**config.mk**
```make
export PLATFORM = sky130hd
export DESIGN_NAME = cache_ctrl_flat
export DESIGN_NICKNAME = d
export VERILOG_FILES = /design/src/rtl/cache_ctrl_if.sv /design/src/rtl/cache_ctrl.sv /design/src/flat_wrapper.sv
export SDC_FILE = /design/constraint.sdc
export NUM_CORES = 1
export LEC_CHECK = 0
export CORE_MARGIN = 5
export CORE_UTILIZATION = 46
export DETAILED_ROUTE_END_ITERATION = 8
export PLACE_DENSITY = 0.63
export REMOVE_ABC_BUFFERS = 1
export SLEW_MARGIN = 25
export SYNTH_ARGS = -nofsm -noshare
export SYNTH_HDL_FRONTEND = slang
export SYNTH_SLANG_ARGS = --single-unit
```
**constraint.sdc**
```tcl
create_clock -name clk -period 6.06 [get_ports clk]
set_input_delay 0.606 -clock clk [delete_from_list [all_inputs] [get_ports clk]]
set_output_delay 0.606 -clock clk [all_outputs]
set_load 0.01 [all_outputs]
```
**src/rtl/cache_ctrl_if.sv**
```systemverilog
// Operation types and the request/response bundle between a client and cache_ctrl.
// The client drives an operation and holds it until ready_out, then returns to NOOP.
package ctrl_types_pkg;
  typedef enum logic [1:0] {
    NOOP   = 2'd0,
    READ   = 2'd1,
    UPSERT = 2'd2,
    DELETE = 2'd3
  } operation_e;
endpackage

interface cache_ctrl_if #(
  parameter int KEY_WIDTH   = 30,
  parameter int VALUE_WIDTH = 64,
  parameter int NUM_ENTRIES = 8
);
  localparam int COUNT_WIDTH = $clog2(NUM_ENTRIES + 1);

  ctrl_types_pkg::operation_e operation_in;
  logic [KEY_WIDTH-1:0]       key_in;
  logic [VALUE_WIDTH-1:0]     value_in;
  logic                       ready_out;
  logic                       op_succ_out;
  logic [VALUE_WIDTH-1:0]     value_out;
  logic                       busy_out;
  logic [COUNT_WIDTH-1:0]     count_out;

  modport master (
    output operation_in, key_in, value_in,
    input  ready_out, op_succ_out, value_out, busy_out, count_out
  );

  modport slave (
    input  operation_in, key_in, value_in,
    output ready_out, op_succ_out, value_out, busy_out, count_out
  );
endinterface

```
**src/rtl/cache_ctrl.sv**
```systemverilog
// Fully associative key/value table with a sequential one-entry-per-cycle search.
// Each request runs IDLE -> SEARCH -> EXEC -> RESP -> WAIT_CLR and yields one ready pulse.
module cache_ctrl #(
  parameter int KEY_WIDTH   = 30,
  parameter int VALUE_WIDTH = 64,
  parameter int NUM_ENTRIES = 8
) (
  input  logic        clk,
  input  logic        rst,
  cache_ctrl_if.slave bus
);
  import ctrl_types_pkg::*;

  localparam int IDX_WIDTH   = $clog2(NUM_ENTRIES);
  localparam int COUNT_WIDTH = $clog2(NUM_ENTRIES + 1);

  localparam logic [2:0] S_IDLE     = 3'd0;
  localparam logic [2:0] S_SEARCH   = 3'd1;
  localparam logic [2:0] S_EXEC     = 3'd2;
  localparam logic [2:0] S_RESP     = 3'd3;
  localparam logic [2:0] S_WAIT_CLR = 3'd4;

  localparam logic [IDX_WIDTH-1:0]   LAST_IDX  = IDX_WIDTH'(NUM_ENTRIES - 1);
  localparam logic [COUNT_WIDTH-1:0] FULL_CNT  = COUNT_WIDTH'(NUM_ENTRIES);

  logic [2:0]             state_q;
  operation_e             op_q;
  logic [KEY_WIDTH-1:0]   key_q;
  logic [VALUE_WIDTH-1:0] value_q;
  logic [IDX_WIDTH-1:0]   idx_q;
  logic                   hit_q;
  logic [IDX_WIDTH-1:0]   hit_idx_q;
  logic                   free_found_q;
  logic [IDX_WIDTH-1:0]   free_idx_q;

  logic [NUM_ENTRIES-1:0] valid_q;
  logic [KEY_WIDTH-1:0]   key_mem   [NUM_ENTRIES];
  logic [VALUE_WIDTH-1:0] value_mem [NUM_ENTRIES];

  logic                   succ_q;
  logic [VALUE_WIDTH-1:0] value_out_q;
  logic [COUNT_WIDTH-1:0] count_q;

  logic                   accept;
  logic                   probe_hit;
  logic                   probe_free;
  logic                   do_write;
  logic                   do_alloc;
  logic                   do_delete;
  logic                   exec_succ;
  logic [IDX_WIDTH-1:0]   wr_idx;
  logic [VALUE_WIDTH-1:0] exec_value;

  assign accept = (state_q == S_IDLE) && (bus.operation_in != NOOP);

  // NOTE: every signal written in always_comb gets a default first, so no path leaves it
  // unassigned and no latch is inferred.
  always_comb begin
    probe_hit  = valid_q[idx_q] && (key_mem[idx_q] == key_q);
    probe_free = !valid_q[idx_q];
  end

  // Outcome of the latched request, evaluated only while in EXEC.
  always_comb begin
    do_write   = 1'b0;
    do_alloc   = 1'b0;
    do_delete  = 1'b0;
    exec_succ  = 1'b0;
    exec_value = '0;
    wr_idx     = hit_idx_q;
    if (state_q == S_EXEC) begin
      case (op_q)
        READ: begin
          exec_succ = hit_q;
          if (hit_q) exec_value = value_mem[hit_idx_q];
        end
        UPSERT: begin
          if (hit_q) begin
            do_write  = 1'b1;
            exec_succ = 1'b1;
          end else if (free_found_q) begin
            do_write  = 1'b1;
            do_alloc  = 1'b1;
            wr_idx    = free_idx_q;
            exec_succ = 1'b1;
          end
        end
        DELETE: begin
          do_delete = hit_q;
          exec_succ = hit_q;
        end
        default: ;
      endcase
    end
  end

  // NOTE: stored keys/values and the request copies carry no reset; only the valid bits
  // decide whether an entry exists, so a reset costs nothing on the wide storage.
  always_ff @(posedge clk) begin
    if (!rst && accept) begin
      key_q   <= bus.key_in;
      value_q <= bus.value_in;
    end
    if (!rst && do_write) begin
      key_mem[wr_idx]   <= key_q;
      value_mem[wr_idx] <= value_q;
    end
  end

  // NOTE: sequential state uses non-blocking assignments only, so every register samples
  // the pre-edge values regardless of statement order.
  always_ff @(posedge clk) begin
    if (rst) begin
      state_q      <= S_IDLE;
      op_q         <= NOOP;
      idx_q        <= '0;
      hit_q        <= 1'b0;
      hit_idx_q    <= '0;
      free_found_q <= 1'b0;
      free_idx_q   <= '0;
      valid_q      <= '0;
      succ_q       <= 1'b0;
      value_out_q  <= '0;
      count_q      <= '0;
    end else begin
      case (state_q)
        S_IDLE: begin
          if (accept) begin
            op_q         <= bus.operation_in;
            idx_q        <= '0;
            hit_q        <= 1'b0;
            free_found_q <= 1'b0;
            state_q      <= S_SEARCH;
          end
        end
        S_SEARCH: begin
          if (probe_free && !free_found_q) begin
            free_found_q <= 1'b1;
            free_idx_q   <= idx_q;
          end
          if (probe_hit) begin
            hit_q     <= 1'b1;
            hit_idx_q <= idx_q;
            state_q   <= S_EXEC;
          end else if (idx_q == LAST_IDX) begin
            state_q <= S_EXEC;
          end else begin
            idx_q <= idx_q + IDX_WIDTH'(1);
          end
        end
        S_EXEC: begin
          succ_q      <= exec_succ;
          value_out_q <= exec_value;
          if (do_alloc) begin
            valid_q[wr_idx] <= 1'b1;
            if (count_q != FULL_CNT) count_q <= count_q + COUNT_WIDTH'(1);
          end
          if (do_delete) begin
            valid_q[hit_idx_q] <= 1'b0;
            if (count_q != '0) count_q <= count_q - COUNT_WIDTH'(1);
          end
          state_q <= S_RESP;
        end
        S_RESP: state_q <= S_WAIT_CLR;
        S_WAIT_CLR: begin
          // A held request must be dropped to NOOP before another one is accepted.
          if (bus.operation_in == NOOP) state_q <= S_IDLE;
        end
        default: state_q <= S_IDLE;
      endcase
    end
  end

  assign bus.ready_out   = (state_q == S_RESP);
  assign bus.busy_out    = (state_q != S_IDLE);
  assign bus.op_succ_out = succ_q;
  assign bus.value_out   = value_out_q;
  assign bus.count_out   = count_q;
endmodule
```
**src/flat_wrapper.sv**
```systemverilog
// flat-port wrapper written by rule: the top's interface ports become plain ports
module cache_ctrl_flat import ctrl_types_pkg::*;
#(
  parameter int KEY_WIDTH   = 30,
  parameter int VALUE_WIDTH = 64,
  parameter int NUM_ENTRIES = 8
)
  (clk, rst, bus_operation_in, bus_key_in, bus_value_in, bus_ready_out, bus_op_succ_out, bus_value_out, bus_busy_out, bus_count_out);
  cache_ctrl_if #(.KEY_WIDTH(KEY_WIDTH), .VALUE_WIDTH(VALUE_WIDTH), .NUM_ENTRIES(NUM_ENTRIES)) bus_i ();
  input  logic clk;
  input  logic rst;
  input wire logic [$bits(bus_i.operation_in)-1:0] bus_operation_in;
  input wire logic [$bits(bus_i.key_in)-1:0] bus_key_in;
  input wire logic [$bits(bus_i.value_in)-1:0] bus_value_in;
  output wire logic [$bits(bus_i.ready_out)-1:0] bus_ready_out;
  output wire logic [$bits(bus_i.op_succ_out)-1:0] bus_op_succ_out;
  output wire logic [$bits(bus_i.value_out)-1:0] bus_value_out;
  output wire logic [$bits(bus_i.busy_out)-1:0] bus_busy_out;
  output wire logic [$bits(bus_i.count_out)-1:0] bus_count_out;
  assign bus_i.operation_in = bus_operation_in;
  assign bus_i.key_in = bus_key_in;
  assign bus_i.value_in = bus_value_in;
  assign bus_ready_out = bus_i.ready_out;
  assign bus_op_succ_out = bus_i.op_succ_out;
  assign bus_value_out = bus_i.value_out;
  assign bus_busy_out = bus_i.busy_out;
  assign bus_count_out = bus_i.count_out;
  cache_ctrl #(.KEY_WIDTH(KEY_WIDTH), .VALUE_WIDTH(VALUE_WIDTH), .NUM_ENTRIES(NUM_ENTRIES)) u_core (.clk(clk), .rst(rst), .bus(bus_i));
endmodule
```
After elaboration in Yosys (flattened, before gate mapping)
Memories as Yosys holds them, arrays and structs flattened. A register that Yosys moved wholly into a read port is not among the register bits.
Cells that the tools add are included.
Storage, ports and cells
  flip-flop bits (word level): 187
  RAM bits: 752
  memories kept: 2
Operators by class
  add/sub/neg operators: 3
  magnitude comparators: 5
  equality and inequality tests: 17
  mux-type cells: 50
  bitwise gates (word level): 3
  reduce and logical (&&, ||, !) cells: 24
Memories
  u_core.value_mem: words 8, width 64, rd ports 1, clocked after memory_dff 1, write ports 1, line cache_ctrl.sv:38  | logic [VALUE_WIDTH-1:0] value_mem [NUM_ENTRIES];
  u_core.key_mem: words 8, width 30, rd ports 1, clocked after memory_dff 1, write ports 1, line cache_ctrl.sv:37  | logic [KEY_WIDTH-1:0] key_mem [NUM_ENTRIES];
Operators by type and width (number)
  $mux W64: 2
  $mux W3: 15
  $mux W8: 4
  $eq A30 B30 Y1: 1
  $mux W1: 17
  $mux W4: 4
  $pmux W3 S5: 1
  $lt A3 B4 Y1 const B: 3
  $reduce_and A3 Y1: 3
  $and A8 B8 Y8: 1
  $ne A2 B1 Y1 const B: 4
  $not A8 Y8: 1
  $or A8 B8 Y8: 1
  $logic_and A1 B1 Y1: 7
  $demux W1 S3: 2
  $eq A3 B2 Y1 const B: 2
  $eq A3 B3 Y1 const B: 2
  $ge A3 B1 Y1 const B: 2
  $pmux W1 S2: 3
  $pmux W3 S2: 1
  $reduce_and A2 Y1: 3
  $add A4 B1 Y4 const B: 1
  $eq A2 B2 Y1 const B: 2
  $ne A2 B2 Y1 const B: 2
  15 further kinds: 18

Depth between registers and ports, before layout
Gate-level depths: netlist (run 1).
  depth after elaboration: 14
  depth in mapped cells: 11
  mapped depth without buffers: 8

Worst setup path before layout (run 1)
No wires, ideal clock.
  kind: reg2reg
  start point: reg u_core.state_q[1]
  end point: mem u_core.key_mem[3][0], enable pin
  library setup time: 0.547 ns
  data arrival time: 5.413 ns
  data required time: 5.513 ns
  slack: 0.100 ns
  cell stages (with the launch flop): 8
  buffers on the path: 2
  clock period less this slack: 5.960 ns
  cell sequence: dfxtp_1 > clkbuf_1 > and2_1 > and4b_1 > clkbuf_1 > and3_1 > a31oi_1 > nor2_1
Between the ends
  longest elaborated chain between the ends: 5
Ends and longest elaborated chain
  from (decl): line cache_ctrl.sv:26  | logic [2:0] state_q;
  from (signal assigned): line cache_ctrl.sv:114  | state_q <= S_IDLE;
  from (signal assigned): line cache_ctrl.sv:133  | state_q <= S_SEARCH;
  from (signal assigned): line cache_ctrl.sv:144  | state_q <= S_EXEC;
  $eq A3 B2 Y1 (*): line cache_ctrl.sv:71  | if (state_q == S_EXEC) begin
  $mux W1: line cache_ctrl.sv:71
  $logic_and A1 B1 Y1: line cache_ctrl.sv:104  | if (!rst && do_write) begin
  $mux W1: line cache_ctrl.sv:104
  $mux W1 (not written as such): line cache_ctrl.sv:105  | key_mem[wr_idx] <= key_q;
  to (decl): line cache_ctrl.sv:37
Every way passes the cells marked *; elsewhere a longest branch is shown, timed or not.

Worst setup path after layout (run 1)
  start point: reg u_core.state_q[2]
  end point: mem u_core.key_mem[4][17], enable pin
The elaborated chain is that of the path after synthesis.

==> results of run 1 <==
-- sequential cells by signal, summed over array words and instances (netlist names), named ones only --
signal	count
u_core.state_q	3
u_core.idx_q	3
u_core.hit_idx_q	3
u_core.op_q	2
u_core.bus.count_out	4
u_core.value_mem	512
u_core.hit_q	1
u_core.key_q	30
u_core.bus.op_succ_out	1
u_core.value_q	64
u_core.free_found_q	1
u_core.key_mem	240
u_core.valid_q	8
u_core.bus.value_out	64
u_core.free_idx_q	3
-- synthesized netlist by cell type, types with 3 or more instances --
cell type | n | share of area (%)
a21oi_1 | 32 | 0.45
a22oi_1 | 95 | 2.0
a31oi_1 | 5 | 0.089
and2_1 | 5 | 0.089
and3_1 | 12 | 0.21
buf_1 | 13 | 0.14
buf_2 | 10 | 0.14
buf_6 | 7 | 0.22
clkbuf_1 | 54 | 0.58
dfxtp_1 | 99 | 5.6
edfxtp_1 | 846 | 72
ha_1 | 4 | 0.14
inv_1 | 4 | 0.043
mux2_2 | 71 | 2.3
mux2i_1 | 83 | 2.4
mux4_2 | 154 | 9.8
nand2_1 | 21 | 0.22
nand2b_1 | 8 | 0.14
nand3_1 | 5 | 0.071
nand4_1 | 7 | 0.12
nor2_1 | 99 | 1.1
nor2b_1 | 8 | 0.14
nor3_1 | 19 | 0.27
nor3b_1 | 4 | 0.085
o21ai_0 | 11 | 0.16
o22a_1 | 5 | 0.12
o22ai_1 | 3 | 0.053
or3_1 | 3 | 0.053
xnor2_1 | 6 | 0.15
xor2_1 | 12 | 0.30
-- routing by layer --
| metal | vias to the layer above | global-route usage (%) |
|---|---|---|
| met5 | - | 0 |
| met4 | 0 | 4.861 |
| met3 | 98 | 3.093 |
| met2 | 512 | 29.79 |
| met1 | 8952 | 25.27 |
| li1 | 7522 | - |
-- layout by cell type, fill, tap and decap left out, types with 6 or more instances in the layout --
cell and instances:
nor2_4 9, clkbuf_16 97, dfxtp_1 94, o21ai_0 11, mux2i_1 83, clkdlybuf4s50_1 167
mux2_2 71, nand2_1 20, buf_4 23, clkinv_2 20, a22oi_1 95, xor2_1 12
bufinv_16 15, and3_1 12, nor2b_1 8, clkinv_1 17, mux4_2 154, edfxtp_1 846
buf_12 7, a21oi_1 32, nor3_1 18, clkbuf_1 16, xnor2_1 6, nand2b_1 8
nand4_1 7, nor2_1 90
-- worst paths after layout --
kind                          start                  endpoint  slack, ns
setup / recovery  u_core.state_q[2]     u_core.key_mem[4][17]       2.12
hold / removal                  rst  u_core.bus.value_out[10]       0.40
setup reg to reg  u_core.state_q[2]     u_core.key_mem[4][17]       2.12
hold reg to reg      u_core.op_q[0]            u_core.op_q[0]       0.49
-- cell type report --
| class | count | area [um^2] |
|---|---|---|
| Sequential cell | 945 | 27400 |
| Clock buffer | 118 | 2556 |
| Inverter | 4 | 15.01 |
| Clock inverter | 65 | 784.5 |
| Tap cell | 1030 | 1289 |
| Multi-Input combinational cell | 700 | 7523 |
| Timing Repair Buffer | 197 | 1984 |
| Fill cell | 5793 | 34390 |
-- logic make-up (layout without fill, tap and decap cells) --
logic type               Yosys count  in the layout  share of synthesized area [%]
AO/OA/AOI/OAI                    166            166                          3.235
adder cells (fa/ha/maj)            4              4                         0.1420
AND/OR/NAND/NOR                  204            204                          2.830
multiplexers                     308            308                          14.47
flip-flops                       945            945                          77.71
buffers and inverters             90            384                          1.165
XOR/XNOR                          18             18                         0.4474
-- power by group through the flow --
stage / Clock, mW / Combinational [mW] / Sequential, mW
6_report: 6.14 / 0.384 / 7.37
4_1_cts: 6.27 / 0.388 / 7.37
5_1_grt: 6.56 / 0.416 / 7.38
2_1_floorplan: 0 / 0.194 / 7.46
3_3_place_gp: 0 / 0.380 / 7.49
3_5_place_dp: 0 / 0.386 / 7.51
-- metrics by stage --
stage          setup TNS (ns)  utilization [%]  std cells  cell area, um^2
3_3_place_gp                0            50.32       2876            38210
4_1_cts                     0            54.71       3059            41550
6_report                    0            54.71       3059            41550
5_1_grt                     0            54.71       3059            41550
3_5_place_dp                0            50.32       2876            38210
2_1_floorplan         -374.60                -       1649            34840
==> results.yml, run 1 <==
power:
  total_power_mw: 13.89
  netSwitchingPower_mw: 2.838
  combPwrFrac_pct: 2.8
  ir_drop_mv: 0.2062
  cellInternalPower_mw: 11.05
  clkPwrFrac_pct: 44.2
  p_leak_nw: 12.82
  pwr-share-seq_pct: 53.0
  sw_frac_of_total_pct: 20.44
  power_density_nw_per_um2: 334.2
setup_path:
  cp-end-kind: "flop"
  path_delay_family: "simple AND/OR/NAND/NOR gates"
  slowest_stage: "nor2_4"
  cp_common_cell: "and2_1"
  path_max_fanout: 25
  required_ns: 6.35
  worstSetupPathType: "reg -> reg"
  cp_num_buf_inv: 1
  cp.depth: 8
  rr_worst_depth: 8
  slowest_delay_ns: 0.88
  cp.arrival_ns: 4.23
  cp_cell_sequence: "nor2_1, and2_1, and4b_1, and2_1, a21oi_1, nand2b_1, nor2_4, buf_4"
  cp-start-kind: "flop"
route:
  drt_iter0_drc: 1417
  vias: 17080
  via_per_inst: 5.585
  m1WireLength_um: 31760
  top_layer: "met4"
  dr.pass1.iters: 5
  drc: 0
  wl_met3_um: 4261
  wire_per_inst_um: 24.30
  wl_met2_um: 36950
  finalWirelength_um: 74350
  final_antenna_net_count: 0
yosys:
  synth_ff_type: "edfxtp_1"
  mappedNetlistArea_um2: 35240
  avgSynthCellArea_um2: 20.31
  yosys_warnings: 0
  synth-seq-cells: 945
  synth_cells: 1735
  async_reset_ff_share_pct: 0
  synth_edf_count: 846
  synth.distinct_cells: 54
  yosysSeqAreaShare_pct: 77.71
worst_hold_path:
  min_path_type: "in -> reg"
  min_path_cells: 2
die:
  die_w_um: 286.8
  die_h_um: 286.8
  top_level_ports: 169
  die_area_um2: 82240
  start_util_pct: 46.40
  core_area_um2: 75950
  rows: 101
sta:
  setup_ws_ns: 2.116
  clock.fmax_mhz: 253.5
  slew_viol_final: 0
  fin_crit_sh_pct: 65.09
  fin_skew_ns: 0.02303
  whs_ns: 0.4017
  max_slew.worst_pin.slew_ns: 1.030
  rsz0062_at_grt: "no"
  fin_crit_ns: 3.944
  hold_viol: 0
  slew_headroom_pct: 31.30
  finalSetupViolCount: 0
global_routing:
  grt_pass1_wl_um: 113000
  antenna_found_initial: 0
  track_usage_pct: 18.05
  grt_max_degree: 95
  overflow: 0
  grt_pass1_vias: 17930
clocking:
  clock-root-buffer: "clkbuf_16"
  cts_made_buffers: 97
  cts_buffer_depth: 3
  cts_tree: "yes"
  cts_max_level: 3
  cts_resized: 0
  cts_hold_buffers: 0
  clock_latency_ns: 0.66
  clkTransAtPathRegs_ns: 0.06
  numClockSinks: 945
  post_cts_buffers: 0
placed_design:
  pre_cts_ws_ns: 2.181
  gp_congestion: 0.7901
  portBuffers: 168
  dpl.hpwl_um: 40860
finish:
  antenna_cells: 0
  nets: 2047
  syn_to_final_growth_pct: 17.92
  final_layout_size_suffix_gt1_share_pct: 21.04
run_status:
  status: "finished, final reports clean"
run:
  drv_cap: 0
Note: power is estimated with default switching activity, not from simulation.
==> run 2, diff against run 1 <==
Settings changed: PLACE_DENSITY 0.63 to 0.61.
Clock period 6.06 ns to 3.69 ns, I/O delays scaled along.
==> run 2 against run 1 <==
Non-clock buffer count up 21. Global-route usage is 0.097 points lower. Count of clock-buffer cells in the layout rose by 9. Total power increased by 58%. Register-to-register slack worse by 1.7 ns. Design area up 0.16%. Sequential share of layout area shrank 0.10 points. Maximum frequency is 21% higher. Largest cell class unchanged.
==> results.yml, run 2 (synthesis gave the netlist of run 1 again) <==
run_status:
  status: "finished, final reports clean"
die:
  rows: 101
  start_util_pct: 46.40
  core_area_um2: 75950
  die_h_um: 286.8
  top_level_ports: 169
  die_w_um: 286.8
  die_area_um2: 82240
clocking:
  cts_max_level: 3
  cts_resized: 0
  cts_hold_buffers: 0
  cts_buffer_depth: 3
  cts_made_buffers: 94
  numClockSinks: 945
  cts_tree: "yes"
  clkTransAtPathRegs_ns: 0.06
  post_cts_buffers: 0
  clock_latency_ns: 0.64
  clock-root-buffer: "clkbuf_16"
finish:
  multi_input_area_um2: 7518
  regArea_um2: 27400
  antenna_cells: 0
  top_register: "u_core.value_mem"
  syn_to_final_growth_pct: 18.10
  final_cell_mix: "edfxtp_1 (846), clkdlybuf4s50_1 (167), mux4_2 (154)"
  nets: 2065
  final_layout_size_suffix_gt1_share_pct: 21.30
  fillers: 5806
  largest_reg_flops: 512
  final_common_cell: "edfxtp_1"
  top_regs: "u_core.value_mem: 512 flops, u_core.key_mem: 240 flops"
  finalNonFillerCells: 3072
route:
  via_per_inst: 5.528
  finalWirelength_um: 73660
  wire_per_inst_um: 23.98
  drc: 0
  vias: 16980
  drt_iter0_drc: 1520
  final_antenna_net_count: 0
  dr.pass1.iters: 5
sta:
  hold_viol: 0
  rsz0062_at_grt: "no"
  finalSetupViolCount: 0
  slew_headroom_pct: 39.52
  clock.fmax_mhz: 305.5
  slew_viol_final: 0
  fin_crit_ns: 3.273
  fin_skew_ns: 0.02905
  max_slew.worst_pin.slew_ns: 0.9039
  fin_crit_sh_pct: 88.70
  fin_tns_setup_ns: 0
power:
  power_density_nw_per_um2: 528.6
  p_leak_nw: 12.83
  ir_drop_mv: 0.3130
  total_power_mw: 22.00
placed_design:
  placedCellCount: 2897
  portBuffers: 168
  gp_congestion: 0.8023
  dpl.hpwl_um: 42330
worst_hold_path:
  holdPathEnd: "u_core.bus.value_out[3]"
  min_path_type: "in -> reg"
  min_path_cells: 2
  worstHoldStart: "rst"
setup_path:
  required_ns: 4.22
  worstSetupPathType: "reg -> reg"
  cp.arrival_ns: 3.81
  ff2ff_setup_slack_ns: 0.42
  rr_worst_depth: 9
  cp-start-kind: "flop"
  path_max_fanout: 13
  cp-end-kind: "flop"
global_routing:
  grt_max_degree: 69
  grt_pass1_vias: 17920
  track_usage_pct: 17.95
  grt_pass1_wl_um: 112400
  overflow: 0
  antenna_found_initial: 0
run:
  drv_cap: 0
run 2: cell count changes in the layout (fill, tap and decap cells not counted), moves of 3 or more:
cell	before	now
clkinvlp_4	5	2
clkbuf_8	5	9
bufinv_16	15	7
buf_12	7	26
clkbuf_1	16	23
run 2: per-layer routing:
metal	wire length, um	vias to the layer above	global-route usage (%)	part of all wire (%)
met5	0	-	0	0
met4	1213	0	4.294	1.6
met3	3345	85	2.831	4.5
met2	36650	400	29.71	50
met1	32450	8932	25.47	44
li1	-	7565	-	-
run 2: worst max-delay path: stages, from the launching register on:
cell and delay, ns:
dfxtp_1 0.75, buf_4 0.31, nor2b_1 0.46, a22oi_1 0.20
a21o_1 0.21, a21oi_1 0.21, nand4_1 0.14, nor3_1 0.51
nand4_1 0.17, a21oi_1 0.22
run 2: per-stage QoR:
stage | hold WS, ns | cell area (um^2) | util (%) | setup WS, ns
6_report | 0.2221 | 41620 | 54.80 | 0.4169
3_5_place_dp | 0.4763 | 38600 | 50.83 | 0.4467
2_1_floorplan | 0.4381 | 34840 | - | -2.847
5_1_grt | 0.2214 | 41620 | 54.80 | 0.1574
4_1_cts | 0.1681 | 41620 | 54.80 | 0.4112
3_3_place_gp | 0.4615 | 38600 | 50.83 | 0.5299
run 2: how the worst max path moves through the flow:
stage	start	end	slack [ns]	depth (start not counted)
6_report	flop	flop	0.42	9
5_1_grt	flop	flop	0.16	9
4_1_cts	flop	flop	0.41	9
3_5_place_dp	flop	flop	0.45	9
3_3_place_gp	flop	flop	0.53	9
2_1_floorplan	flop	u_core.bus.value_out[0]	-2.85	4
run 2: cell type report:
cell class	count	share of cell area, %
clock buffers	127	6.217
well taps	1030	3.096
inverters	4	0.03608
repair buffers	218	5.718
clock inverters	48	1.028
multi-input cells	700	18.06
flip-flops and latches	945	65.84
run 2: power by group:
part           leakage, nW  switching (mW)  internal [mW]
registers             8.43           0.244           11.9
clock network         1.49            3.86           5.41
logic                 2.91           0.346          0.281
